`config.mk`:
```
export PLATFORM = sky130hd
export DESIGN_NAME = serial_adder
export DESIGN_NICKNAME = d
export VERILOG_FILES = /design/src/rtl/serial_adder_pkg.sv /design/src/rtl/serial_adder_full_adder.sv /design/src/rtl/serial_adder.sv
export SDC_FILE = /design/constraint.sdc
export NUM_CORES = 1
export LEC_CHECK = 0
export BUFFER_PORTS_ARGS = -buffer_cell sky130_fd_sc_hd__buf_2
export CAP_MARGIN = 20
export CELL_PAD_IN_SITES_DETAIL_PLACEMENT = 1
export CELL_PAD_IN_SITES_GLOBAL_PLACEMENT = 1
export CORE_MARGIN = 10
export CORE_UTILIZATION = 37
export CTS_CLUSTER_DIAMETER = 200
export CTS_CLUSTER_SIZE = 12
export DETAILED_ROUTE_END_ITERATION = 8
export PLACE_DENSITY = 0.82
export SETUP_SLACK_MARGIN = 0.1
export SYNTH_ARGS = -nofsm -noshare
export SYNTH_HDL_FRONTEND = slang
export SYNTH_HIERARCHICAL = 1
export SYNTH_SLANG_ARGS = --single-unit
```
`constraint.sdc`:
```
create_clock -name clk -period 1.2 [get_ports clk]
set_input_delay 0.12 -clock clk [delete_from_list [all_inputs] [get_ports clk]]
set_output_delay 0.12 -clock clk [all_outputs]
set_load 0.01 [all_outputs]
```
`src/rtl/serial_adder_pkg.sv`:
```
// ============================================================================
// Module      : serial_adder_pkg
// Description : Shared state encoding and default width for the bit-serial
//               adder/subtractor.
// Revision    : 1.0 - initial release
// ============================================================================
`default_nettype none

package serial_adder_pkg;

  // Default operand width; legal range 2..32.
  localparam int DEFAULT_WIDTH = 8;

  // Controller states.
  typedef enum logic [1:0] {
    IDLE = 2'd0,
    RUN  = 2'd1,
    DONE = 2'd2
  } state_e;

endpackage : serial_adder_pkg

`default_nettype wire

```
`src/rtl/serial_adder_full_adder.sv`:
```
// ============================================================================
// Module      : full_adder
// Description : One-bit full-adder cell used as the datapath bit-slice.
// Revision    : 1.0 - initial release
// ============================================================================
`default_nettype none

module full_adder (
  input  logic A,
  input  logic B,
  input  logic Cin,
  output logic sum,
  output logic cout
);

  // Plain sum / majority-carry logic.
  always_comb begin
    sum  = A ^ B ^ Cin;
    cout = (A & B) | (A & Cin) | (B & Cin);
  end

endmodule : full_adder

`default_nettype wire

```
`src/rtl/serial_adder.sv`:
```
// ============================================================================
// Module      : serial_adder
// Description : Bit-serial adder/subtractor. One full-adder cell processes
//               the operands LSB first, one bit per clock, with a registered
//               carry. Start/busy/done handshake; results held until the
//               next operation completes.
// Revision    : 1.0 - initial release
// ============================================================================
`default_nettype none

module serial_adder
  import serial_adder_pkg::*;
#(
  parameter  int WIDTH = DEFAULT_WIDTH,
  localparam int CNT_W = $clog2(WIDTH + 1)
) (
  input  logic             clk,
  input  logic             rst,
  input  logic             start,
  input  logic             sub,
  input  logic [WIDTH-1:0] A,
  input  logic [WIDTH-1:0] B,
  input  logic             Cin,
  output logic             busy,
  output logic             done,
  output logic [WIDTH-1:0] sum,
  output logic             cout,
  output logic             ovf
);

  localparam logic [CNT_W-1:0] LAST_BIT = CNT_W'(WIDTH - 1);

  state_e           state_q,   state_d;
  logic [WIDTH-1:0] a_sh_q,    a_sh_d;
  logic [WIDTH-1:0] b_sh_q,    b_sh_d;
  logic [WIDTH-1:0] sum_sh_q,  sum_sh_d;
  logic [WIDTH-1:0] sum_q,     sum_d;
  logic [CNT_W-1:0] count_q,   count_d;
  logic             carry_q,   carry_d;
  logic             cout_q,    cout_d;
  logic             msb_cin_q, msb_cin_d;

  logic fa_sum;
  logic fa_cout;

  // Single bit-slice shared by every bit position.
  full_adder u_fa (
    .A    (a_sh_q[0]),
    .B    (b_sh_q[0]),
    .Cin  (carry_q),
    .sum  (fa_sum),
    .cout (fa_cout)
  );

  // State, datapath and result registers; reset dominates everything.
  always_ff @(posedge clk) begin
    if (rst) begin
      state_q   <= IDLE;
      a_sh_q    <= '0;
      b_sh_q    <= '0;
      sum_sh_q  <= '0;
      sum_q     <= '0;
      count_q   <= '0;
      carry_q   <= 1'b0;
      cout_q    <= 1'b0;
      msb_cin_q <= 1'b0;
    end else begin
      state_q   <= state_d;
      a_sh_q    <= a_sh_d;
      b_sh_q    <= b_sh_d;
      sum_sh_q  <= sum_sh_d;
      sum_q     <= sum_d;
      count_q   <= count_d;
      carry_q   <= carry_d;
      cout_q    <= cout_d;
      msb_cin_q <= msb_cin_d;
    end
  end

  // Next-state and datapath control; DONE accepts a new request like IDLE.
  always_comb begin
    state_d   = state_q;
    a_sh_d    = a_sh_q;
    b_sh_d    = b_sh_q;
    sum_sh_d  = sum_sh_q;
    sum_d     = sum_q;
    count_d   = count_q;
    carry_d   = carry_q;
    cout_d    = cout_q;
    msb_cin_d = msb_cin_q;

    case (state_q)
      IDLE, DONE: begin
        state_d = IDLE;
        if (start) begin
          // Subtraction is A + ~B + 1; Cin is ignored in that mode.
          a_sh_d  = A;
          b_sh_d  = sub ? ~B : B;
          carry_d = sub ? 1'b1 : Cin;
          count_d = '0;
          state_d = RUN;
        end
      end
      RUN: begin
        sum_sh_d = {fa_sum, sum_sh_q[WIDTH-1:1]};
        a_sh_d   = a_sh_q >> 1;
        b_sh_d   = b_sh_q >> 1;
        carry_d  = fa_cout;
        count_d  = count_q + CNT_W'(1);
        if (count_q == LAST_BIT) begin
          // Final bit: publish the result and keep the carry into the MSB
          // so overflow can be formed from the two registered carries.
          sum_d     = {fa_sum, sum_sh_q[WIDTH-1:1]};
          cout_d    = fa_cout;
          msb_cin_d = carry_q;
          state_d   = DONE;
        end
      end
      default: state_d = IDLE;
    endcase
  end

  assign busy = (state_q == RUN);
  assign done = (state_q == DONE);
  assign sum  = sum_q;
  assign cout = cout_q;
  assign ovf  = msb_cin_q ^ cout_q;

endmodule : serial_adder

`default_nettype wire

```
After elaboration in Yosys (flattened, before gate mapping)
Cells that the tools add are included.
- logic and storage cells: 42
- output and inout bits: 12
- bits of input ports: 21
- register bits after elaboration: 41
- equal/unequal tests: 5
- reductions and logical operators: 5
- mux-type cells: 13
- add/sub/neg operators: 1
- bitwise operators: 9
- operator list (cell ; count):
    one-hot mux 8 bit (2 select lines) ; 2
    2-to-1 mux 8 bit ; 3
    inverter 8 bit ; 1
    one-hot mux 4 bit (2 select lines) ; 1
    adder 4 x 1 -> 4 bit, second input constant ; 1
    == test 4 x 3 -> 1 bit, second input constant ; 1
    2-to-1 mux 4 bit ; 1
    one-hot mux 2 bit (2 select lines) ; 1
    AND reduction 2 bit ; 2
    AND 1 bit ; 3
    2-to-1 mux 1 bit ; 3
    XOR 1 bit ; 3
    == test 2 x 1 -> 1 bit, second input constant ; 1
    == test 2 bit, second input constant ; 1
    zero test 2 bit ; 1
    2-to-1 mux 2 bit ; 1
    inequality test 2 x 1 -> 1 bit, second input constant ; 1
    inequality test 2 bit, second input constant ; 1
    OR 1 bit ; 2
    one-hot mux 1 bit (2 select lines) ; 1
    nonzero test 2 bit ; 1
    OR reduction 2 bit ; 1

Depth between registers and ports, before layout
- word-level depth: 4
- mapped depth: 5
- mapped depth without buffers: 4

Hierarchy
The synthesis kept the hierarchy.
- by module, submodules not included (module ; times used ; cells each ; area an instance (sq um) ; seq. area each (sq um)):
    serial_adder ; 1 ; 191 ; 1762.9 ; 800.8
    full_adder ; 1 ; 1 ; 20.0 ; 0.0

Worst setup path after synthesis
OpenSTA, ideal clock, no wires.
- path kind: flip-flop to flip-flop
- start point: register count_q[0]
- end point: register cout_q (netlist: cout)
- setup time: 0.072 ns
- slack: -0.015 ns
- arrival time: 1.144 ns
- clock period less this slack: 1.215 ns
- stages on the path, launching flop included: 5
- buffers on the path: 0
- data required time: 1.128 ns
- cell sequence: dfxtp_1 > ha_1 > nand3b_1 > nor2_8 > mux2i_1
- word-level cells in the longest chain between the ends: 2
- ends and longest elaborated chain (element ; RTL line ; text):
    start: declaration ; serial_adder.sv:38 ; logic [CNT_W-1:0] count_q, count_d;
    start signal: assignment ; serial_adder.sv:73 ; count_q <= count_d;
    == test 4 x 3 -> 1 bit ; serial_adder.sv:110 ; if (count_q == LAST_BIT) begin
    AND reduction 2 bit (no line) ; -- ;
    end signal: assignment ; serial_adder.sv:75 ; cout_q <= cout_d;
    end: declaration ; serial_adder.sv:40 ; logic cout_q, cout_d;
Every way passes these cells.
A chain may end at the register's enable or synchronous reset.

Final worst setup path
- start point: register count_q[1]
- end point: register state_q[0]
- word-level cells in the longest chain between the ends: 2
- ends and longest elaborated chain (element ; RTL line ; text):
    == test 4 x 3 -> 1 bit ; serial_adder.sv:110 ;
    inequality test 2 x 1 -> 1 bit (no line) ; -- ;
    end signal: assignment ; serial_adder.sv:68 ; state_q <= state_d;
    end: declaration ; serial_adder.sv:33 ; state_e state_q, state_d;
Every way passes these cells.

==> results.sh <==
export IMPL_rsz0062_at_grt="true"
export IMPL_hp_class="primary input to register"
export IMPL_period_needed_ns=1.310
export IMPL_cap_violations=0
export IMPL_fp_dieW_um=89.42
export IMPL_row_count=25
export IMPL_violations="setup timing"
export IMPL_placed_area_um2=2079
export IMPL_io_pins=33
export IMPL_numCtsBuffers=5
export IMPL_dp_final_hpwl_mm=2.935
export IMPL_wl_mm=6.003
export IMPL_r2r_end="state_q[0]"
export IMPL_fmax_mhz=763.6
export IMPL_critPathRequiredTime_ns=1.39
export IMPL_drc=0
export IMPL_synth_cells=192
export IMPL_die_area_um2=7995
export IMPL_setup_viol=25
export IMPL_synth_seq_area_share_pct=44.91
export IMPL_critical_path_class="register to register"
export IMPL_timing_rr_start="count_q[1]"
export IMPL_areaGrowthSynthToFinish_pct=61.96
export IMPL_nets=274
export IMPL_drv_slew=0
export IMPL_most_common_layout_cells="dfxtp_1, buf_2, nand2b_1, a21oi_2"
export IMPL_synth_seq_cells=40
export IMPL_initial_core_util_pct=38.00
export IMPL_avgViaCountPerCell=5.327
export IMPL_clock_path_buffers=2
export IMPL_grt_overflow_total=0
export IMPL_clock_root_buffer="clkbuf_8"
export IMPL_core_area_um2=4692
export IMPL_endpoint_kind="register"
export IMPL_power_density_nw_per_um2=1136
export IMPL_hold_violations=0
export IMPL_first_global_vias=1764
export IMPL_r2r_cells=7
export IMPL_track_usage_pct=15.07
export IMPL_io_buffers=32
export IMPL_antenna_found_initial=0
export IMPL_grt_start_max_net_pins=20
export IMPL_cts_sinks=40
export IMPL_insertion_delay_ns=0.31
export IMPL_tns_ns=-1.185
export IMPL_yosysUniqueCellTypes=28
export IMPL_cts_max_level=2
export IMPL_leakagePower_nw=1.099
export IMPL_layout_commonest_cell="dfxtp_1"
export IMPL_reg2reg_slack_ns=-0.11
export IMPL_grt_pass1_wl_mm=9.059
export IMPL_cp_start_kind="register"
export IMPL_synth_avg_cell_area_um2=9.286
export IMPL_cts_tree="done"
export IMPL_drt_iter0_drc=45
export IMPL_postLayoutCoreUtil_pct=61.55
export IMPL_drt_pass1_iterations=4
export IMPL_slew_headroom_pct=82.69
export IMPL_fin_area_um2=2888
export IMPL_status="finished, violations left"
export IMPL_wire_per_inst_um=19.62
export IMPL_vias=1630
export IMPL_worstPathArrival_ns=1.50
export IMPL_startpoint="count_q[1]"
export IMPL_clk_pin_slew_ns=0.08
export IMPL_syn_nets=215
export IMPL_ir_drop_mv=0.7956
export IMPL_drive_gt1_share_pct=58.33
export IMPL_fp_dieH_um=89.42
export IMPL_worstMarginPinSlew_ns=0.2579
export IMPL_diodes=0
export IMPL_final_antenna_net_count=0
export IMPL_total_power_w=0.003279
export IMPL_place_congestion=0.6778
export IMPL_nFillCells=513
export IMPL_finClkSkew_ns=0.004861
export IMPL_cp_endpoint="state_q[0]"
export IMPL_setup_ws_ns=-0.1097
export IMPL_crit_path_max_fanout=2
export IMPL_ys_warn_count=6
export IMPL_netlist_area_um2=1783
export IMPL_min_period_over_period_pct=109.1
[power by group]
group / switching [W] / internal, W
Combinational: 0.000349 / 0.000371
Sequential: 0.0000524 / 0.00138
Clock: 0.000509 / 0.000618
[worst max-delay path, stage by stage (launching register included)]
cell	delay, ns
dfxtp_4	0.37
ha_4	0.14
nand3b_1	0.11
buf_6	0.15
buf_4	0.13
buf_6	0.12
a21oi_2	0.12
nor2_1	0.06
[worst min path at each step]
stage          from   endpoint  slack [ns]  cells past startpoint
3_5_place_dp   A[7]  a_sh_q[7]        0.38                      3
2_1_floorplan  A[7]  a_sh_q[7]        0.26                      2
4_1_cts        A[7]  a_sh_q[7]        0.07                      3
6_report       A[3]  a_sh_q[3]        0.09                      3
5_1_grt        A[2]  a_sh_q[2]        0.09                      3
3_3_place_gp   A[7]  a_sh_q[7]        0.36                      3
[layout make-up]
class	instances	area, um^2	share of cell area (%)
multi-input combinational	137	1231	42.63
inverter	1	16.27	0.5633
sequential	40	813.3	28.16
clock inverter	2	35.03	1.213
timing repair buffer	66	651.9	22.57
tap	54	67.56	2.340
clock buffer	6	72.57	2.513
[layer usage]
| layer | track usage (%) | share of wire, % |
|---|---|---|
| met1 | 16.38 | 39 |
| met2 | 26.20 | 55 |
| met3 | 4.102 | 3.6 |
| met4 | 7.659 | 2.3 |
| met5 | 0 | 0 |
[sequential cells by signal, summed over array words and instances (netlist names)]
register / cells
carry_q: 1
b_sh_q: 8
sum_sh_q: 7
cout: 1
state_q: 2
a_sh_q: 8
msb_cin_q: 1
count_q: 4
sum: 8
[cells in the mapped netlist (all sizes together)]
cell,number,share of area [%]
mux2,2,1.5
dfxtp,40,45
buf,13,5.2
nand3b,1,0.42
a31oi,1,0.35
nand2b,23,8.2
nor3b,1,0.42
a211oi,1,0.70
nor2,3,1.5
nor2b,2,0.70
a21oi,27,7.6
nor3,1,0.28
a22oi,14,5.9
o21ai,1,0.28
nand2,18,3.8
clkinv,1,0.28
nand4,1,0.35
ha,1,0.70
fa,1,1.1
xor2,9,4.4
nand3,19,5.3
mux2i,10,5.6
clkbuf,2,0.42
[stage by stage]
stage,cells,hold WS [ns],setup slack [ns]
after floorplan,192,0.2560,0.01297
after global placement,279,0.3604,-0.004902
after detailed placement,279,0.3828,-0.09150
after CTS,303,0.07337,-0.03810
after global routing,306,0.08541,-0.1989
final,306,0.08734,-0.1097
[cell families (layout without fill, tap and decap cells)]
family	Yosys count	in the layout	share of synthesized area [%]
adders and majority gates	2	2	1.824
muxes	12	12	7.088
buffers and inverters	16	75	5.894
AOI/OAI and AO/OA	44	44	14.81
xor gates and xnor gates	9	9	4.421
DFF	40	40	44.91
and+or+nand+nor	69	70	21.05
[repair_timing]
item                       CTS  global route
buffers inserted            11             5
setup endpoints to repair   36            42
gates cloned                 5             0
pin swaps                   42            22
gates resized for setup     67            42
hold buffers                 0             0
Power figures use the tool's default switching activity.
